## config.mk

```make
export PLATFORM = sky130hd
export DESIGN_NAME = i2c_byte_master
export DESIGN_NICKNAME = d
export VERILOG_FILES = /design/src/rtl/i2c_byte_master.sv
export SDC_FILE = /design/constraint.sdc
export NUM_CORES = 1
export LEC_CHECK = 0
export ABC_AREA = 1
export ABC_CLOCK_PERIOD_IN_PS = 1500
export CORE_MARGIN = 2
export CORE_UTILIZATION = 52
export DETAILED_ROUTE_END_ITERATION = 16
export HOLD_SLACK_MARGIN = 0.03
export PLACE_DENSITY = 0.86
export SLEW_MARGIN = 15
export SYNTH_ARGS = -nofsm -noshare
export SYNTH_HDL_FRONTEND = slang
export SYNTH_SLANG_ARGS = --single-unit
```

## constraint.sdc

```tcl
create_clock -name clk -period 1.5 [get_ports clk]
set_input_delay 0.3 -clock clk [delete_from_list [all_inputs] [get_ports clk]]
set_output_delay 0.3 -clock clk [all_outputs]
set_load 0.02 [all_outputs]
```

## src/rtl/i2c_byte_master.sv

```systemverilog
// Byte-level I2C master: turns START/STOP/WRITE/READ commands into open-drain
// SCL/SDA waveforms built from four DIV-clock quarters per bit cell.
module i2c_byte_master #(
    parameter int unsigned DIV            = 25,
    parameter int unsigned I2C_DATA_WIDTH = 8
) (
    input  logic                      clk,
    input  logic                      rst,
    input  logic                      cmd_valid,
    output logic                      cmd_ready,
    input  logic [2:0]                cmd,
    input  logic [I2C_DATA_WIDTH-1:0] cmd_wdata,
    output logic                      rsp_valid,
    output logic [I2C_DATA_WIDTH-1:0] rsp_rdata,
    output logic                      rsp_ack,
    output logic                      rsp_err,
    output logic                      busy,
    input  logic                      scl_i,
    input  logic                      sda_i,
    output logic                      scl_oe,
    output logic                      sda_oe
);

    localparam int unsigned W        = I2C_DATA_WIDTH;
    localparam logic [15:0] QLAST    = 16'(DIV - 1);
    localparam logic [3:0]  LAST_BIT = 4'(W);

    localparam logic [2:0] C_START    = 3'd0;
    localparam logic [2:0] C_STOP     = 3'd1;
    localparam logic [2:0] C_WRITE    = 3'd2;
    localparam logic [2:0] C_READ_ACK = 3'd3;
    localparam logic [2:0] C_READ_NAK = 3'd4;

    typedef enum logic [2:0] {IDLE, START_SEQ, STOP_SEQ, BIT, RESP} state_t;

    state_t         state, state_n;
    logic [15:0]    qcnt, qcnt_n;
    logic [1:0]     quarter, quarter_n;
    logic [3:0]     bit_idx, bit_idx_n;
    logic [W-1:0]   shreg, shreg_n;
    logic           is_read, is_read_n;
    logic           read_nak, read_nak_n;
    logic           ack_q, ack_q_n;
    logic           scl_oe_n, sda_oe_n, busy_n, cmd_ready_n;
    logic           rsp_valid_n, rsp_ack_n, rsp_err_n;
    logic [W-1:0]   rsp_rdata_n;
    logic           freeze, q_end, sample;

    always_ff @(posedge clk or posedge rst) begin
        if (rst) begin
            state     <= IDLE;
            qcnt      <= '0;
            quarter   <= '0;
            bit_idx   <= '0;
            shreg     <= '0;
            is_read   <= 1'b0;
            read_nak  <= 1'b0;
            ack_q     <= 1'b0;
            scl_oe    <= 1'b0;
            sda_oe    <= 1'b0;
            busy      <= 1'b0;
            cmd_ready <= 1'b1;
            rsp_valid <= 1'b0;
            rsp_rdata <= '0;
            rsp_ack   <= 1'b0;
            rsp_err   <= 1'b0;
        end else begin
            state     <= state_n;
            qcnt      <= qcnt_n;
            quarter   <= quarter_n;
            bit_idx   <= bit_idx_n;
            shreg     <= shreg_n;
            is_read   <= is_read_n;
            read_nak  <= read_nak_n;
            ack_q     <= ack_q_n;
            scl_oe    <= scl_oe_n;
            sda_oe    <= sda_oe_n;
            busy      <= busy_n;
            cmd_ready <= cmd_ready_n;
            rsp_valid <= rsp_valid_n;
            rsp_rdata <= rsp_rdata_n;
            rsp_ack   <= rsp_ack_n;
            rsp_err   <= rsp_err_n;
        end
    end

    // Line levels are registered one edge ahead: the values for a quarter are
    // loaded on the edge that ends the previous quarter (or accepts the command).
    always_comb begin
        state_n     = state;
        qcnt_n      = qcnt;
        quarter_n   = quarter;
        bit_idx_n   = bit_idx;
        shreg_n     = shreg;
        is_read_n   = is_read;
        read_nak_n  = read_nak;
        ack_q_n     = ack_q;
        scl_oe_n    = scl_oe;
        sda_oe_n    = sda_oe;
        busy_n      = busy;
        cmd_ready_n = 1'b0;
        rsp_valid_n = 1'b0;
        rsp_rdata_n = rsp_rdata;
        rsp_ack_n   = rsp_ack;
        rsp_err_n   = rsp_err;

        freeze = !scl_oe && !scl_i;
        q_end  = (qcnt == QLAST) && !freeze;
        sample = (state == BIT) && (quarter == 2'd3) && (qcnt == '0) && !freeze;

        case (state)
            IDLE, RESP: begin
                state_n     = IDLE;
                cmd_ready_n = 1'b1;
                if (cmd_valid && cmd_ready) begin
                    qcnt_n    = '0;
                    quarter_n = '0;
                    bit_idx_n = '0;
                    case (cmd)
                        C_START: begin
                            state_n     = START_SEQ;
                            cmd_ready_n = 1'b0;
                            sda_oe_n    = 1'b0;
                        end
                        C_STOP: begin
                            if (busy) begin
                                state_n     = STOP_SEQ;
                                cmd_ready_n = 1'b0;
                                sda_oe_n    = 1'b1;
                            end else begin
                                state_n     = RESP;
                                rsp_valid_n = 1'b1;
                                rsp_err_n   = 1'b0;
                            end
                        end
                        C_WRITE, C_READ_ACK, C_READ_NAK: begin
                            if (busy) begin
                                state_n     = BIT;
                                cmd_ready_n = 1'b0;
                                is_read_n   = (cmd != C_WRITE);
                                read_nak_n  = (cmd == C_READ_NAK);
                                shreg_n     = cmd_wdata;
                                scl_oe_n    = 1'b1;
                                sda_oe_n    = (cmd == C_WRITE) ? ~cmd_wdata[W-1] : 1'b0;
                            end else begin
                                state_n     = RESP;
                                rsp_valid_n = 1'b1;
                                rsp_err_n   = 1'b1;
                            end
                        end
                        default: begin
                            state_n     = RESP;
                            rsp_valid_n = 1'b1;
                            rsp_err_n   = 1'b1;
                        end
                    endcase
                end
            end

            START_SEQ, STOP_SEQ, BIT: begin
                if (!freeze)
                    qcnt_n = qcnt + 16'd1;
                if (sample) begin
                    if (bit_idx == LAST_BIT)
                        ack_q_n = !sda_i;
                    else
                        shreg_n = {shreg[W-2:0], sda_i};
                end
                if (q_end) begin
                    qcnt_n    = '0;
                    quarter_n = quarter + 2'd1;
                    if (state == START_SEQ) begin
                        case (quarter)
                            2'd0:    scl_oe_n = 1'b0;
                            2'd1:    sda_oe_n = 1'b1;
                            2'd2:    scl_oe_n = 1'b1;
                            default: busy_n   = 1'b1;
                        endcase
                    end else if (state == STOP_SEQ) begin
                        case (quarter)
                            2'd0:    scl_oe_n = 1'b0;
                            2'd1:    sda_oe_n = 1'b0;
                            2'd2:    ;
                            default: busy_n   = 1'b0;
                        endcase
                    end else begin
                        if (quarter == 2'd1)
                            scl_oe_n = 1'b0;
                        if (quarter == 2'd3) begin
                            scl_oe_n = 1'b1;
                            if (bit_idx != LAST_BIT) begin
                                bit_idx_n = bit_idx + 4'd1;
                                if (bit_idx_n == LAST_BIT)
                                    sda_oe_n = is_read && !read_nak;
                                else
                                    sda_oe_n = is_read ? 1'b0 : ~shreg[W-1];
                            end else if (is_read) begin
                                rsp_rdata_n = shreg;
                            end else begin
                                rsp_ack_n = ack_q;
                            end
                        end
                    end
                    if (quarter == 2'd3 && (state != BIT || bit_idx == LAST_BIT)) begin
                        state_n     = RESP;
                        rsp_valid_n = 1'b1;
                        rsp_err_n   = 1'b0;
                        cmd_ready_n = 1'b1;
                    end
                end
            end

            default: state_n = IDLE;
        endcase
    end

endmodule

```

* Yosys cells after proc, flatten, opt, wreduce, memory -nomap -nowiden *
Index checks and enable logic that the tools add are counted.

storage, ports and cells
  output and inout port bits = 15
  register bits = 51
  logic and storage cells = 177
  input bits = 16

operators by class
  reduce and logical (&&, ||, !) cells = 38
  add/subtract/negate cells = 3
  bitwise gates (word level) = 6
  multiplexer cells = 70
  equal/unequal tests = 44

operators by type and width
  operator                                                           number
  16-bit two-way mux                                                 3
  8-bit two-way mux                                                  5
  1-bit two-way mux                                                  34
  16-bit one-hot mux with 2 select lines                             1
  7-bit AND reduction                                                4
  2-bit inequality test (second input constant)                      13
  4-bit two-way mux                                                  6
  3-bit inequality test (second input constant)                      7
  16-bit by 1-bit adder with 16-bit output (second input constant)   1
  16-bit by 5-bit == test with 1-bit output (second input constant)  1
  16-bit logical NOT                                                 1
  8-bit one-hot mux with 2 select lines                              1
  3-bit two-way mux                                                  5
  1-bit one-hot mux with 2 select lines                              7
  3-bit by 2-bit == test with 1-bit output (second input constant)   4
  4-bit inequality test (second input constant)                      3
  10-bit AND reduction                                               1
  3-bit one-hot mux with 3 select lines                              1
  3-bit AND reduction                                                3
  3-bit OR reduction                                                 3
  4-bit == test (second input constant)                              2
  1-bit logical AND                                                  8
  4-bit one-hot mux with 2 select lines                              1
  8-bit AND reduction                                                1
  28 further kinds                                                   45

* Depth between registers and ports, before layout *
Gate-level depths: netlist (run 1).

  depth in word-level cells = 9
  depth in mapped cells = 11
  depth with buffers taken out = 10

* Worst setup path after synthesis (run 1) *
OpenSTA, ideal clock, no wires.

  path kind = reg2reg
  start = register bit_idx[0]
  end = register rsp_rdata[0]
  setup time = 0.117 ns
  data required time = 1.383 ns
  clock period less this slack = 1.550 ns
  buffers on the path = 0
  arrival = 1.433 ns
  stages on the path, launching flop included = 10
  slack = -0.050 ns
  cell sequence = dfrtp_1 > inv_1 > ha_1 > nand2_1 > nor2_1 > inv_1 > nor3_4 > nand2_2 > nand2_1 > nand2_1

between the ends
  word-level cells in the longest chain between the ends = 3

ends and longest elaborated chain
  element                               RTL line  source
  start: declaration                    39        logic [3:0] bit_idx, bit_idx_n;
  start signal: assignment              71        bit_idx <= bit_idx_n;
  4-bit inequality test                 191       if (bit_idx != LAST_BIT) begin
  1-bit NOT (no source line)            n/a
  7-bit AND reduction (no source line)  n/a
  end signal: assignment                81        rsp_rdata <= rsp_rdata_n;
  end: declaration                      14        output logic [I2C_DATA_WIDTH-1:0] rsp_rdata,

No other way between the ends.
A chain may end at the register's enable or synchronous reset.

* Final worst setup path (run 1) *
  start = register state[1]
  end = register scl_oe

between the ends
  word-level cells in the longest chain between the ends = 5
  elaborated cells on any way between the ends = 20
  those cells by class = eq/ne (11); mux (4); reduce/logical (5)

ends and longest elaborated chain
  element                                                      RTL line  source
  start: declaration                                           36        state_t state, state_n;
  start signal: assignment                                     68        state <= state_n;
  branches (longest 5 deep; another with 8-bit AND reduction)  n/a
  end signal: assignment                                       76        scl_oe <= scl_oe_n;
  end: declaration                                             20        output logic scl_oe,

Parallel ways; which one is timed is not known. The select of a mux whose other input is x is not followed.

==> impl_metrics.yaml, run 1 <==
cells_and_area:
  drive_above_1_share: 0.475
  fillers: 237
  syn_to_final_growth_pct: 59.7
  multi_input_area_um2: 2160
  seq_area_um2: 1280
  nNetsFinal: 564
  antennaDiodeCount: 0
  fin_util: 0.854
yosys:
  synthArstFlopShare: 1.00
  synth_top_area_share: 0.400
  muxShareOfSynthArea: 0.0192
  ys_warn_count: 0
  synth-simple-area-share: 0.365
  synth.net_count: 440
  ys_top_cells_by_area: "dfrtp_1 (40%), nand2_1 (13%), nand3_1 (6.6%)"
  synth-edff-count: 0
  synthAdderAreaFrac: 0.0320
  synth_area_um2: 3130
  synth_compound_area_frac: 0.0852
  synth-seq-cells: 51
  synthFlopType: "dfrtp_1"
  synth_top_cell_by_area: "dfrtp_1"
  avgSynthCellArea_um2: 7.52
  synth_commonest_cells: "nand2_1 (112), inv_1 (51), dfrtp_1 (50)"
  yosysMostFrequentCell: "nand2_1"
  synthCells: 416
  seq_area_frac_synth: 0.408
  synth_top_family_by_area: "simple AND/OR/NAND/NOR gates"
  yosys.area_share.xor_xnor: 0.00560
  synth_cell_types: 29
clock_network:
  cts_root_buffer: "clkbuf_8"
  clock-sinks: 51
  cts_tree: "yes"
  clk_pin_slew_worst_paths_ps: 100
  cts_buffer_depth: 2
  cts_buffers: 5
  clk_latency_ps: 330
  cts_hold_buf: 0
  htree_num_levels: 2
timing:
  skew_ps: 15.6
  setup_violations: 51
  relSlewSlack: 0.757
  hold_slack_ps: 378
  setup_slack_ps: -336
  timing.final.crit_share: 1.22
  fmaxAchievable_mhz: 545
  final-max-slew-violation-count: 0
  worst_pin_slew_ps: 362
  fin_crit_ps: 1840
  finalHoldViolations: 0
  rsz0062_at_grt: "yes"
floorplanning:
  core_um2: 5850
  die_h_um: 81.6
  die_x_um: 81.6
  core.rowCount: 28
  start_util: 0.535
  pin_count: 31
  dieArea_um2: 6650
run_status:
  status: "finished, violations left"
  violations: "negative setup slack"
global_route:
  grt_pass1_wl_um: 18000
  gr-total-overflow: 0
  gr-usage-all-layers: 0.358
  grt_start_max_net_pins: 52
  antenna_found_initial: 1
  grt_pass1_vias: 3565
detailed_routing:
  routedWlPerCell_um: 22.5
  vias: 3995
  postRouteAntennaNets: 0
  first_pass_iters: 9
  finalWirelength_um: 13900
  drt_iter0_markers: 631
  drc_errors: 0
  vias_per_cell: 6.49
job:
  maxCapViolations: 0
critical_path:
  arrival_ps: 2040
  cp_slowest_stage_delay_ps: 460
  required_ps: 1700
  crit_type: "reg2reg"
  reg2reg_slack_ps: -340
  crit_path_max_fanout: 3
  reg2reg_depth: 8
  start_kind: "flop"
  endpoint_kind: "flop"
  cp_slowest_cell: "dfrtp_2"
  path_cells: "inv_2, nand2_4, nor2_1, inv_1, o21ai_0, nand3_1, o21ai_1, nand2_1"
hold_path:
  hp-class: "in2async"
placement:
  post-place-ws_ps: -414
  io_buffer_count: 30
  gp_congestion: 0.901
  dp_hpwl_um: 6230
pwr:
  p_leak_uw: 0.00238
  peakVddDrop_v: 0.000678
  power.density_nw_per_um2: 983
kinds of logic after synthesis:
family	after synthesis
compound gates	45
buf+inv	63
flops	51
simple gates	241
xor+xnor	2
fa+ha+maj	8
mux	6
power by group:
| part | internal (uW) | switching, uW | total [uW] |
|---|---|---|---|
| Combinational | 811 | 1120 | 1930 |
| Sequential | 1560 | 242 | 1800 |
| Clock | 666 | 518 | 1180 |
| Total | 3030 | 1880 | 4910 |
critical path: cells and delay by family (launching register included):
family,cells,cell delay [ps]
compound gates,2,420
buf+inv,2,250
flops,1,460
simple gates,4,610
flip-flops by register name (all words and copies together) (netlist names), 2 cells and up:
register / flops
qcnt: 16
quarter: 2
shreg: 8
state: 3
rsp_rdata: 8
bit_idx: 4
stage by stage:
stage	total power (uW)	TNS [ps]	std cells	instance area [um2]
after floorplan	2430	-0.905	416	3150
after CTS	4400	-1800	603	4560
final	4910	-9920	616	5000
after global placement	2900	-13310	584	4050
after detailed placement	2980	-16050	584	4050
after global routing	5030	-12150	616	5000
cell type report:
type,instances,area share
clock buffers,5,0.0138
clock inverters,3,0.0135
inverters,57,0.0476
multi-input cells,303,0.432
flip-flops and latches,51,0.257
well taps,75,0.0188
repair buffers,121,0.216
repair inverters,1,0.00175
cell usage in the layout, fill, tap and decap left out, drive strengths merged, types with 13 or more instances in the layout:
master	count
nand2	125
buf	90
inv	55
dfrtp	50
nor2	47
nand3	43
o21ai	35
nor3	17
clkdlybuf4s50	15
dlygate4sd2	13
layer usage:
layer,vias to the layer above,global-route usage,part of all wire
met3,142,0.0769,0.13
li1,1588,-,-
met1,1854,0.441,0.34
met5,-,0,0
met2,411,0.582,0.44
met4,0,0.202,0.090
path summary, 6_finish.rpt:
path | startpoint | end
setup / recovery | state[1]$_DFFE_PP0P_ | scl_oe$_DFFE_PP0P_
hold / removal | rst | rsp_rdata[6]$_DFFE_PP0P_
setup reg to reg | state[1]$_DFFE_PP0P_ | scl_oe$_DFFE_PP0P_
hold reg to reg | rsp_rdata[5]$_DFFE_PP0P_ | rsp_rdata[5]$_DFFE_PP0P_
max in group asynchronous | rst | cmd_ready$_DFF_PP1_
min in group clk | rsp_rdata[5]$_DFFE_PP0P_ | rsp_rdata[5]$_DFFE_PP0P_
repair_timing:
item | CTS | global route
setup endpoints to repair | 62 | 53
pin swaps | 31 | 30
setup buffers | 9 | 11
cloned | 2 | 2
gates resized for setup | 99 | 93
Power figures use the tool's default switching activity.
==> run 2: changes to the inputs <==
--- a/config.mk
+++ b/config.mk
@@ -9,3 +9,3 @@
 export ABC_CLOCK_PERIOD_IN_PS = 1500
-export CORE_MARGIN = 2
+export CORE_MARGIN = 4
 export CORE_UTILIZATION = 52
@@ -14,2 +14,3 @@
 export PLACE_DENSITY = 0.86
+export SETUP_SLACK_MARGIN = 0.05
 export SLEW_MARGIN = 15
--- a/constraint.sdc
+++ b/constraint.sdc
@@ -3,2 +3,2 @@
 set_output_delay 0.3 -clock clk [all_outputs]
-set_load 0.02 [all_outputs]
+set_load 0.1 [all_outputs]
==> impl_metrics.yaml, run 2 <==
run_status:
  status: "aborted with a tool error"
  haltStage: "5_1_grt"
  firstError: "[ERROR DPL-0033] detailed placement checks failed during check placement."
yosys:
  yosysMostFrequentCell: "nand2_1"
  avgSynthCellArea_um2: 7.52
  synth_area_um2: 3130
  synthFlopType: "dfrtp_1"
  synth-seq-cells: 51
  synth_top_area_share: 0.400
  synth-edff-count: 0
  synth.net_count: 440
  ys_warn_count: 0
  synth_commonest_cells: "nand2_1 (112), inv_1 (51), dfrtp_1 (50)"
  synth_top_cell_by_area: "dfrtp_1"
  seq_area_frac_synth: 0.408
  synth_cell_types: 29
  ys_top_cells_by_area: "dfrtp_1 (40%), nand2_1 (13%), nand3_1 (6.6%)"
  synthArstFlopShare: 1.00
  synthCells: 416
placement:
  place_area_um2: 4200
  dp_hpwl_um: 6400
  io_buffer_count: 30
  post-place-ws_ps: -401
  gp_congestion: 0.960
clock_network:
  htree_num_levels: 2
  cts_buffers: 5
  cts_buffer_depth: 2
  clock-sinks: 51
  cts_root_buffer: "clkbuf_8"
timing:
  worst_endpoint_kind: "register input"
  worst_endpoint: "shreg[4]$_DFFE_PP0P_/D"
floorplanning:
  die_h_um: 85.6
  die_x_um: 85.6
  core.rowCount: 27
  start_util: 0.551
  pin_count: 31
global_route:
  antenna_found_initial: 0
  grt_start_max_net_pins: 52
run 2: kinds of logic after synthesis:
kind of cell	Yosys count	share of synthesized area
AOI/OAI and AO/OA	45	0.0852
DFF	51	0.408
muxes	6	0.0192
buffers and inverters	63	0.0848
adders and majority gates	8	0.0320
and+or+nand+nor	241	0.365
xor gates and xnor gates	2	0.00560
run 2: metrics by stage:
step                       util  hold WS [ps]  cells
after floorplan               -           348    416
after global placement    0.740           472    577
after detailed placement  0.740           490    577
after CTS                 0.880           404    612
run 2: timing repair:
action,CTS
buffers inserted,26
resized for setup,125
cloned,3
endpoints found under the setup margin,50
hold buffers,0
pin swaps,63
==> run 3: changes to the inputs <==
ABC_CLOCK_PERIOD_IN_PS = 1950   (was 1500)
CORE_UTILIZATION = 40   (was 52)
HOLD_SLACK_MARGIN = not set   (was 0.03)
PLACE_DENSITY = not set   (was 0.86)
PLACE_DENSITY_LB_ADDON = 0.15   (was not set)
SETUP_SLACK_MARGIN = not set   (was 0.05)
clock period = 1.95 ns   (was 1.5 ns; I/O delays follow)
==> impl_metrics.yaml, run 3 (synthesized netlist as in run 1, its figures left out) <==
run_status:
  status: "complete, no violations"
cells_and_area:
  final_cell_mix: "nand2_1 (112), inv_1 (50), dfrtp_1 (49), nand3_1 (41), nor2_1 (38)"
  antennaDiodeCount: 0
  syn_to_final_growth_pct: 20.7
  drive_above_1_share: 0.194
  reg_top3: "qcnt: 16 flops, rsp_rdata: 8 flops, shreg: 8 flops"
  fillers: 731
  top_register: "qcnt"
  largest_register_ffs: 16
  stdcell_count: 568
  nNetsFinal: 492
  final_common_cell: "nand2_1"
critical_path:
  start_kind: "flop"
  crit_path_max_fanout: 11
  reg2reg_slack_ps: 200
  arrival_ps: 1930
  endpoint_kind: "flop"
  crit_type: "reg2reg"
  required_ps: 2130
floorplanning:
  die_h_um: 96.4
  pin_count: 31
  dieArea_um2: 9300
  start_util: 0.422
  die_x_um: 96.4
  core_um2: 7410
  core.rowCount: 31
timing:
  finalHoldViolations: 0
  final-max-slew-violation-count: 0
  relSlewSlack: 0.775
  finalSetupTns_ps: 0
  worst_pin_slew_ps: 337
  timing.final.crit_share: 0.897
  rsz0062_at_grt: "no"
  setup_violations: 0
  setup_slack_ps: 201
  skew_ps: 8.70
  fin_crit_ps: 1750
  fmaxAchievable_mhz: 572
clock_network:
  cts_buffer_depth: 2
  clk_latency_ps: 310
  cts_root_buffer: "clkbuf_8"
  clk_pin_slew_worst_paths_ps: 100
  htree_num_levels: 2
  postCtsSetupRepairBufs: 0
  cts_tree: "yes"
  clock-sinks: 51
  cts_buffers: 5
placement:
  io_buffer_count: 30
  place_inst: 560
  post-place-ws_ps: -84.4
  dp_hpwl_um: 5690
  gp_congestion: 0.877
detailed_routing:
  postRouteAntennaNets: 0
  routedWlPerCell_um: 12.6
  finalWirelength_um: 7150
  vias_per_cell: 4.84
  drc_errors: 0
  drt_iter0_markers: 107
  first_pass_iters: 4
  vias: 2750
global_route:
  gr-usage-all-layers: 0.168
  gr-total-overflow: 0
  grt_pass1_vias: 2644
  grt_pass1_wl_um: 12400
  grt_start_max_net_pins: 27
  antenna_found_initial: 0
hold_path:
  hp-class: "in2async"
pwr:
  power.density_nw_per_um2: 818
  peakVddDrop_v: 0.000629
  p_leak_uw: 0.00187
  power_uw: 3090
job:
  maxCapViolations: 0
[run 3: final cells by class]
type,instances,area (um2),area share
Clock buffer,5,68.8,0.0182
Inverter,57,214,0.0567
Sequential cell,51,1280,0.339
Multi-Input combinational cell,302,1590,0.421
Clock inverter,3,43.8,0.0116
Tap cell,99,124,0.0328
Timing Repair Buffer,51,458,0.121
[run 3: metal layers]
layer	GRT usage	share of wire	up-vias
li1	-	-	1439
met3	0.0232	0.036	10
met2	0.258	0.43	40
met5	0	0	-
met1	0.247	0.52	1261
met4	0.0479	0.016	0
[run 3: critical path, stage by stage (launching register included)]
cell     delay [ps]
dfrtp_1         440
nor2_1          110
nand2_1          70
nor2_1          230
nand3_1         230
nand2_1         180
nand2_2          70
inv_2           200
a21oi_1         100
[run 3: final timing paths]
| kind | end | from | depth (start not counted) |
|---|---|---|---|
| max | quarter[0]$_DFFE_PP0P_ | qcnt[12]$_DFFE_PP0P_ | 8 |
| min | quarter[1]$_DFFE_PP0P_ | rst | 2 |
| max reg2reg | quarter[0]$_DFFE_PP0P_ | qcnt[12]$_DFFE_PP0P_ | 8 |
| min reg2reg | rsp_rdata[4]$_DFFE_PP0P_ | rsp_rdata[4]$_DFFE_PP0P_ | 2 |
| max in group asynchronous | cmd_ready$_DFF_PP1_ | rst | 3 |
| min in group clk | rsp_rdata[4]$_DFFE_PP0P_ | rsp_rdata[4]$_DFFE_PP0P_ | 2 |
[run 3: repair_timing]
action,4_1_cts,5_1_grt
hold buffers,0,0
endpoints found under the setup margin,0,1
gates resized for setup,0,1
[run 3: power by group]
part	switching, uW	internal, uW	leakage (uW)	total (uW)
registers	124	1200	0.000680	1320
logic	689	334	0.00113	1020
clock network	364	383	0.0000581	746
[run 3: metrics by stage]
| stage | util | hold WS (ps) | instance area [um2] |
|---|---|---|---|
| after detailed placement | 0.494 | 460 | 3660 |
| final | 0.510 | 348 | 3770 |
| after floorplan | - | 450 | 3130 |
| after global routing | 0.510 | 378 | 3770 |
| after CTS | 0.509 | 351 | 3770 |
| after global placement | 0.494 | 455 | 3660 |
==> edit 1: new RTL, config.mk and constraints of run 3 <==
Register the output `rsp_err` once more, without a reset; this adds one clock of latency there. The other outputs are not delayed to match.
--- a/src/rtl/i2c_byte_master.sv
+++ b/src/rtl/i2c_byte_master.sv
@@ -33,6 +33,8 @@
 
     typedef enum logic [2:0] {IDLE, START_SEQ, STOP_SEQ, BIT, RESP} state_t;
 
+    logic rsp_err_s0;
+
     state_t         state, state_n;
     logic [15:0]    qcnt, qcnt_n;
     logic [1:0]     quarter, quarter_n;
@@ -63,7 +65,7 @@
             rsp_valid <= 1'b0;
             rsp_rdata <= '0;
             rsp_ack   <= 1'b0;
-            rsp_err   <= 1'b0;
+            rsp_err_s0 <= 1'b0;
         end else begin
             state     <= state_n;
             qcnt      <= qcnt_n;
@@ -80,7 +82,7 @@
             rsp_valid <= rsp_valid_n;
             rsp_rdata <= rsp_rdata_n;
             rsp_ack   <= rsp_ack_n;
-            rsp_err   <= rsp_err_n;
+            rsp_err_s0 <= rsp_err_n;
         end
     end
 
@@ -102,7 +104,7 @@
         rsp_valid_n = 1'b0;
         rsp_rdata_n = rsp_rdata;
         rsp_ack_n   = rsp_ack;
-        rsp_err_n   = rsp_err;
+        rsp_err_n   = rsp_err_s0;
 
         freeze = !scl_oe && !scl_i;
         q_end  = (qcnt == QLAST) && !freeze;
@@ -214,5 +216,9 @@
         endcase
     end
 
+    always_ff @(posedge clk) begin
+        rsp_err <= rsp_err_s0;
+    end
+
 endmodule
 
Formal check against the unedited RTL: not equivalent (a bounded check fails within 4 cycles, from zero or initial values and one cycle with rst high).
==> edit 1 against run 3 <==
Worst hold slack improved by 0.024 ns. Count of clock-buffer cells in the layout unchanged. Worst setup slack got worse by 0.087 ns. Non-clock buffer count decreased by 4. Final area increased by 2.6%. Wire length increased by 8.8%. Highest routed layer unchanged. Core utilization decreased by 1.4 points. Sequential cell count increased by 1. Area after synthesis increased by 3.3%. Critical endpoint is now bit_idx[0]$_DFFE_PP0P_.
Power is not compared: it rests on default switching activity, and its combinational part moved more than twofold at a synthesized area within 25%.
==> edit 1: results (changes against run 3) <==
[synth]
ys_async_sr_fraction_pct=98.1  ; was 100%
synth_cell_types=37  ; was 29
seq_area_frac_synth_pct=40.2  ; was 40.8%
synth_fp_nets=461  ; was 440
synth_top_cells_by_area=dfrtp_1 (39%), nand2_1 (14%), nand3_1 (7.3%)  ; was dfrtp_1 (40%), nand2_1 (13%), nand3_1 (6.6%)

[cells_and_area]
fin_nets=509  ; was 492
instances_no_fill=588  ; was 568
drive_gt1_share_pct=17.5  ; was 19.4%
nFillCells=781  ; was 731

[global_routing]
grt_pass1_vias=2840  ; was 2644
grt_max_degree=25  ; was 27
grt_use_met1_pct=23.0  ; was 24.7%
grt_util_met3_pct=2.57  ; was 2.32%
met2_usage_pct=26.7  ; was 25.8%

[worst_setup_path]
worstPathArrival_ns=2.08  ; was 1.93 ns
r2r_slack_ns=0.11  ; was 0.20 ns
rr_worst_depth=9  ; was 8
r2r-start=qcnt[0]$_DFFE_PP0P_  ; was qcnt[12]$_DFFE_PP0P_
path_max_fanout=5  ; was 11
critPathSlowestCell=dfrtp_1  ; unchanged

[sta]
tightestPinTransition_ns=0.436  ; was 0.337 ns
finalCritPeriodShare_pct=94.2  ; was 89.7%
clock_skew_ns=0.0124  ; was 0.00870 ns
hold_ws_ns=0.372  ; was 0.348 ns

[placed_design]
place_inst=579  ; was 560
gp_congestion=0.866  ; was 0.877
place_area_sq_um=3750  ; was 3660 sq um
hpwl_mm=5.95  ; was 5.69 mm
pre_cts_slack_ns=-0.0649  ; was -0.0844 ns

[route]
dr_wl_met2_mm=3.62  ; was 3.08 mm
dr_wl_met3_um=203  ; was 261 um
drt_iter0_markers=136  ; was 107
vias=2931  ; was 2750
wl_met1_mm=3.82  ; was 3.69 mm
wirelength_mm=7.78  ; was 7.15 mm

[clock_tree]
cts_root_buffer=clkbuf_8  ; unchanged

[status]
outcome=finished, final reports clean  ; unchanged

-- edit 1: cell types whose count changed in the layout (fill, tap and decap cells not counted), moves of 6 or more --
cell     before  now
a21oi_1      10    4
buf_4        33   27
o21ai_1       8   15
nand4_1       8   19
nor2_1       38   31
mux2i_1       6    0
inv_1        50   57
nand2_1     112  120
nand3_1      41   47
-- edit 1: cells by family (layout without fill, tap and decap cells) --
logic type	count (synthesis)	after routing	synth area share (%)
DFF	52	52	40.2
adders and majority gates	8	8	3.10
buffers and inverters	73	121	9.60
and+or+nand+nor	250	251	36.8
xor gates and xnor gates	1	1	0.271
AOI/OAI and AO/OA	53	53	10.1
-- edit 1: layout make-up --
cell class	count	area, sq um	area share, %
clock buffer	5	68.8	1.78
sequential	52	1300	33.5
clock inverter	3	26.3	0.679
multi-input combinational	313	1650	42.5
inverter	66	253	6.53
timing repair buffer	47	453	11.7
tap	102	128	3.30
==> edit 2: new RTL, config.mk and constraints of run 3 <==
Made on the original files. Set the parameter `I2C_DATA_WIDTH` to 12 (it was 8).
--- a/src/rtl/i2c_byte_master.sv
+++ b/src/rtl/i2c_byte_master.sv
@@ -2,7 +2,7 @@
 // SCL/SDA waveforms built from four DIV-clock quarters per bit cell.
 module i2c_byte_master #(
     parameter int unsigned DIV            = 25,
-    parameter int unsigned I2C_DATA_WIDTH = 8
+    parameter int unsigned I2C_DATA_WIDTH = 12
 ) (
     input  logic                      clk,
     input  logic                      rst,
Ports: changed (resized cmd_wdata and rsp_rdata); port bits go from 31 to 39. The function was not compared with the original's and may differ.
==> edit 2 against run 3 <==
Non-clock buffer count rose by 15. Area after synthesis rose by 9.1%. Final area rose by 15%. Fmax fell by 1.8%. Clock skew rose by 0.0060 ns. Die area rose by 8.3%. Worst setup slack got worse by 0.033 ns. Wire length rose by 8.0%. First-iteration DRC count fell by 7.5%. Total power rose by 3.2%. Sequential cell count rose by 8. Sequential share of layout area rose by 0.26 points. Sequential power rose by 6%. Critical endpoint is now scl_oe$_DFFE_PP0P_.
==> edit 2: results (changes against run 3) <==
[status]
outcome=finished, final reports clean  ; unchanged

[cells_and_area]
design_area_sq_um=4330  ; was 3770 sq um
top_regs=qcnt (16), rsp_rdata (12), shreg (12)  ; was qcnt (16), rsp_rdata (8), shreg (8)
drive_gt1_share_pct=19.0  ; was 19.4%

[route]
avgViaCountPerCell=4.81  ; was 4.84
wirelength_mm=7.72  ; was 7.15 mm
ant_nets=0  ; unchanged
vias=2990  ; was 2750
drt_iter0_markers=99  ; was 107

[placed_design]
place_inst=606  ; was 560
gp_congestion=0.895  ; was 0.877
portBuffers=38  ; was 30
pre_cts_slack_ns=-0.128  ; was -0.0844 ns
hpwl_mm=5.79  ; was 5.69 mm

[global_routing]
grt_util_all_layers_pct=16.3  ; was 16.8%
grt_pass1_wl_mm=13.0  ; was 12.4 mm
grt_pass1_vias=2879  ; was 2644
grt_max_degree=60  ; was 27

[synth]
synth_fp_nets=472  ; was 440
synth_top_cells_by_area=dfrtp_1 (43%), nand2_1 (11%), inv_1 (7.6%)  ; was dfrtp_1 (40%), nand2_1 (13%), nand3_1 (6.6%)
synthTopCellsByCount=nand2_1 (104), inv_1 (69), dfrtp_1 (58)  ; was nand2_1 (112), inv_1 (51), dfrtp_1 (50)
syn-mean-instance-area_sq_um=7.70  ; was 7.52 sq um
synth-compound-area-share_pct=11.0  ; was 8.52%
synth_cell_types=35  ; was 29
seq_area_frac_synth_pct=43.3  ; was 40.8%
synth_mux_area_share_pct=3.52  ; was 1.92%
synth_xor_area_share_pct=0.770  ; was 0.560%
synthAdderAreaFrac_pct=3.30  ; was 3.20%

[worst_setup_path]
r2r_slack_ns=0.17  ; was 0.20 ns
rr_worst_depth=11  ; was 8
path_max_fanout=5  ; was 11
worstPathArrival_ns=2.04  ; was 1.93 ns
r2r-start=qcnt[0]$_DFFE_PP0P_  ; was qcnt[12]$_DFFE_PP0P_

[pwr]
peakVddDrop_uv=417  ; was 629 uV
leakage_nw=2.15  ; was 1.87 nW
comb_power_share_pct=16.5  ; was 33.1%
power-per-cell-area_nw_per_um2=736  ; was 818 nW/um^2
seq-power_mw=1.40  ; was 1.32 mW

[clock_tree]
cts.sinks=59  ; was 51
clk_latency_ns=0.35  ; was 0.31 ns
cts_buffers=9  ; was 5
path_clk_slew_ns=0.08  ; was 0.10 ns

[sta]
maxSlewHeadroom_pct=77.9  ; was 77.5%
hold_ws_ns=0.423  ; was 0.348 ns

## edit 2: final cells by class
type,count,area (sq um)
fillers,811,3930
well taps,105,131
clock inverters,7,98.8
multi-input cells,302,1600
repair buffers,66,618
flip-flops and latches,59,1480
clock buffers,9,124
inverters,74,283
## edit 2: per-layer routing
layer	vias up	GRT usage (%)	routed length (um)
met5	-	0	0
met1	1365	21.0	3600
met4	0	5.91	99
met3	8	3.54	337
li1	1560	-	-
met2	57	27.0	3690
## edit 2: worst max path at each step
stage                   startpoint                      to  slack (ns)  depth (start not counted)
2_1_floorplan                  rst      scl_oe$_DFFE_PP0P_       -0.02                          1
3_3_place_gp                 scl_i      scl_oe$_DFFE_PP0P_       -0.12                         12
3_5_place_dp                 scl_i      scl_oe$_DFFE_PP0P_       -0.13                         12
4_1_cts        qcnt[0]$_DFFE_PP0P_      scl_oe$_DFFE_PP0P_        0.09                         11
5_1_grt        qcnt[0]$_DFFE_PP0P_  bit_idx[2]$_DFFE_PP0P_       -0.01                         10
6_report       qcnt[0]$_DFFE_PP0P_      scl_oe$_DFFE_PP0P_        0.17                         11
## edit 2: cell families after synthesis
group           after synthesis
simple gates                212
buf+inv                      82
compound gates               66
flops                        59
mux                          12
fa+ha+maj                     9
xor+xnor                      3
## edit 2: repair_timing
item,CTS,global route
endpoints found under the hold margin,0,0
gates resized for setup,0,5
setup endpoints to repair,0,14
hold buffers,0,0
## edit 2: critical path, stage by stage (launching register included)
cell and delay (ns):
dfrtp_1 0.40, inv_1 0.10, ha_1 0.19, nand2_1 0.08
nor2_2 0.14, nand3_2 0.11, buf_4 0.16, nand2_2 0.13
nand2_2 0.10, nor2_2 0.15, nand2_1 0.06, o21ai_1 0.08
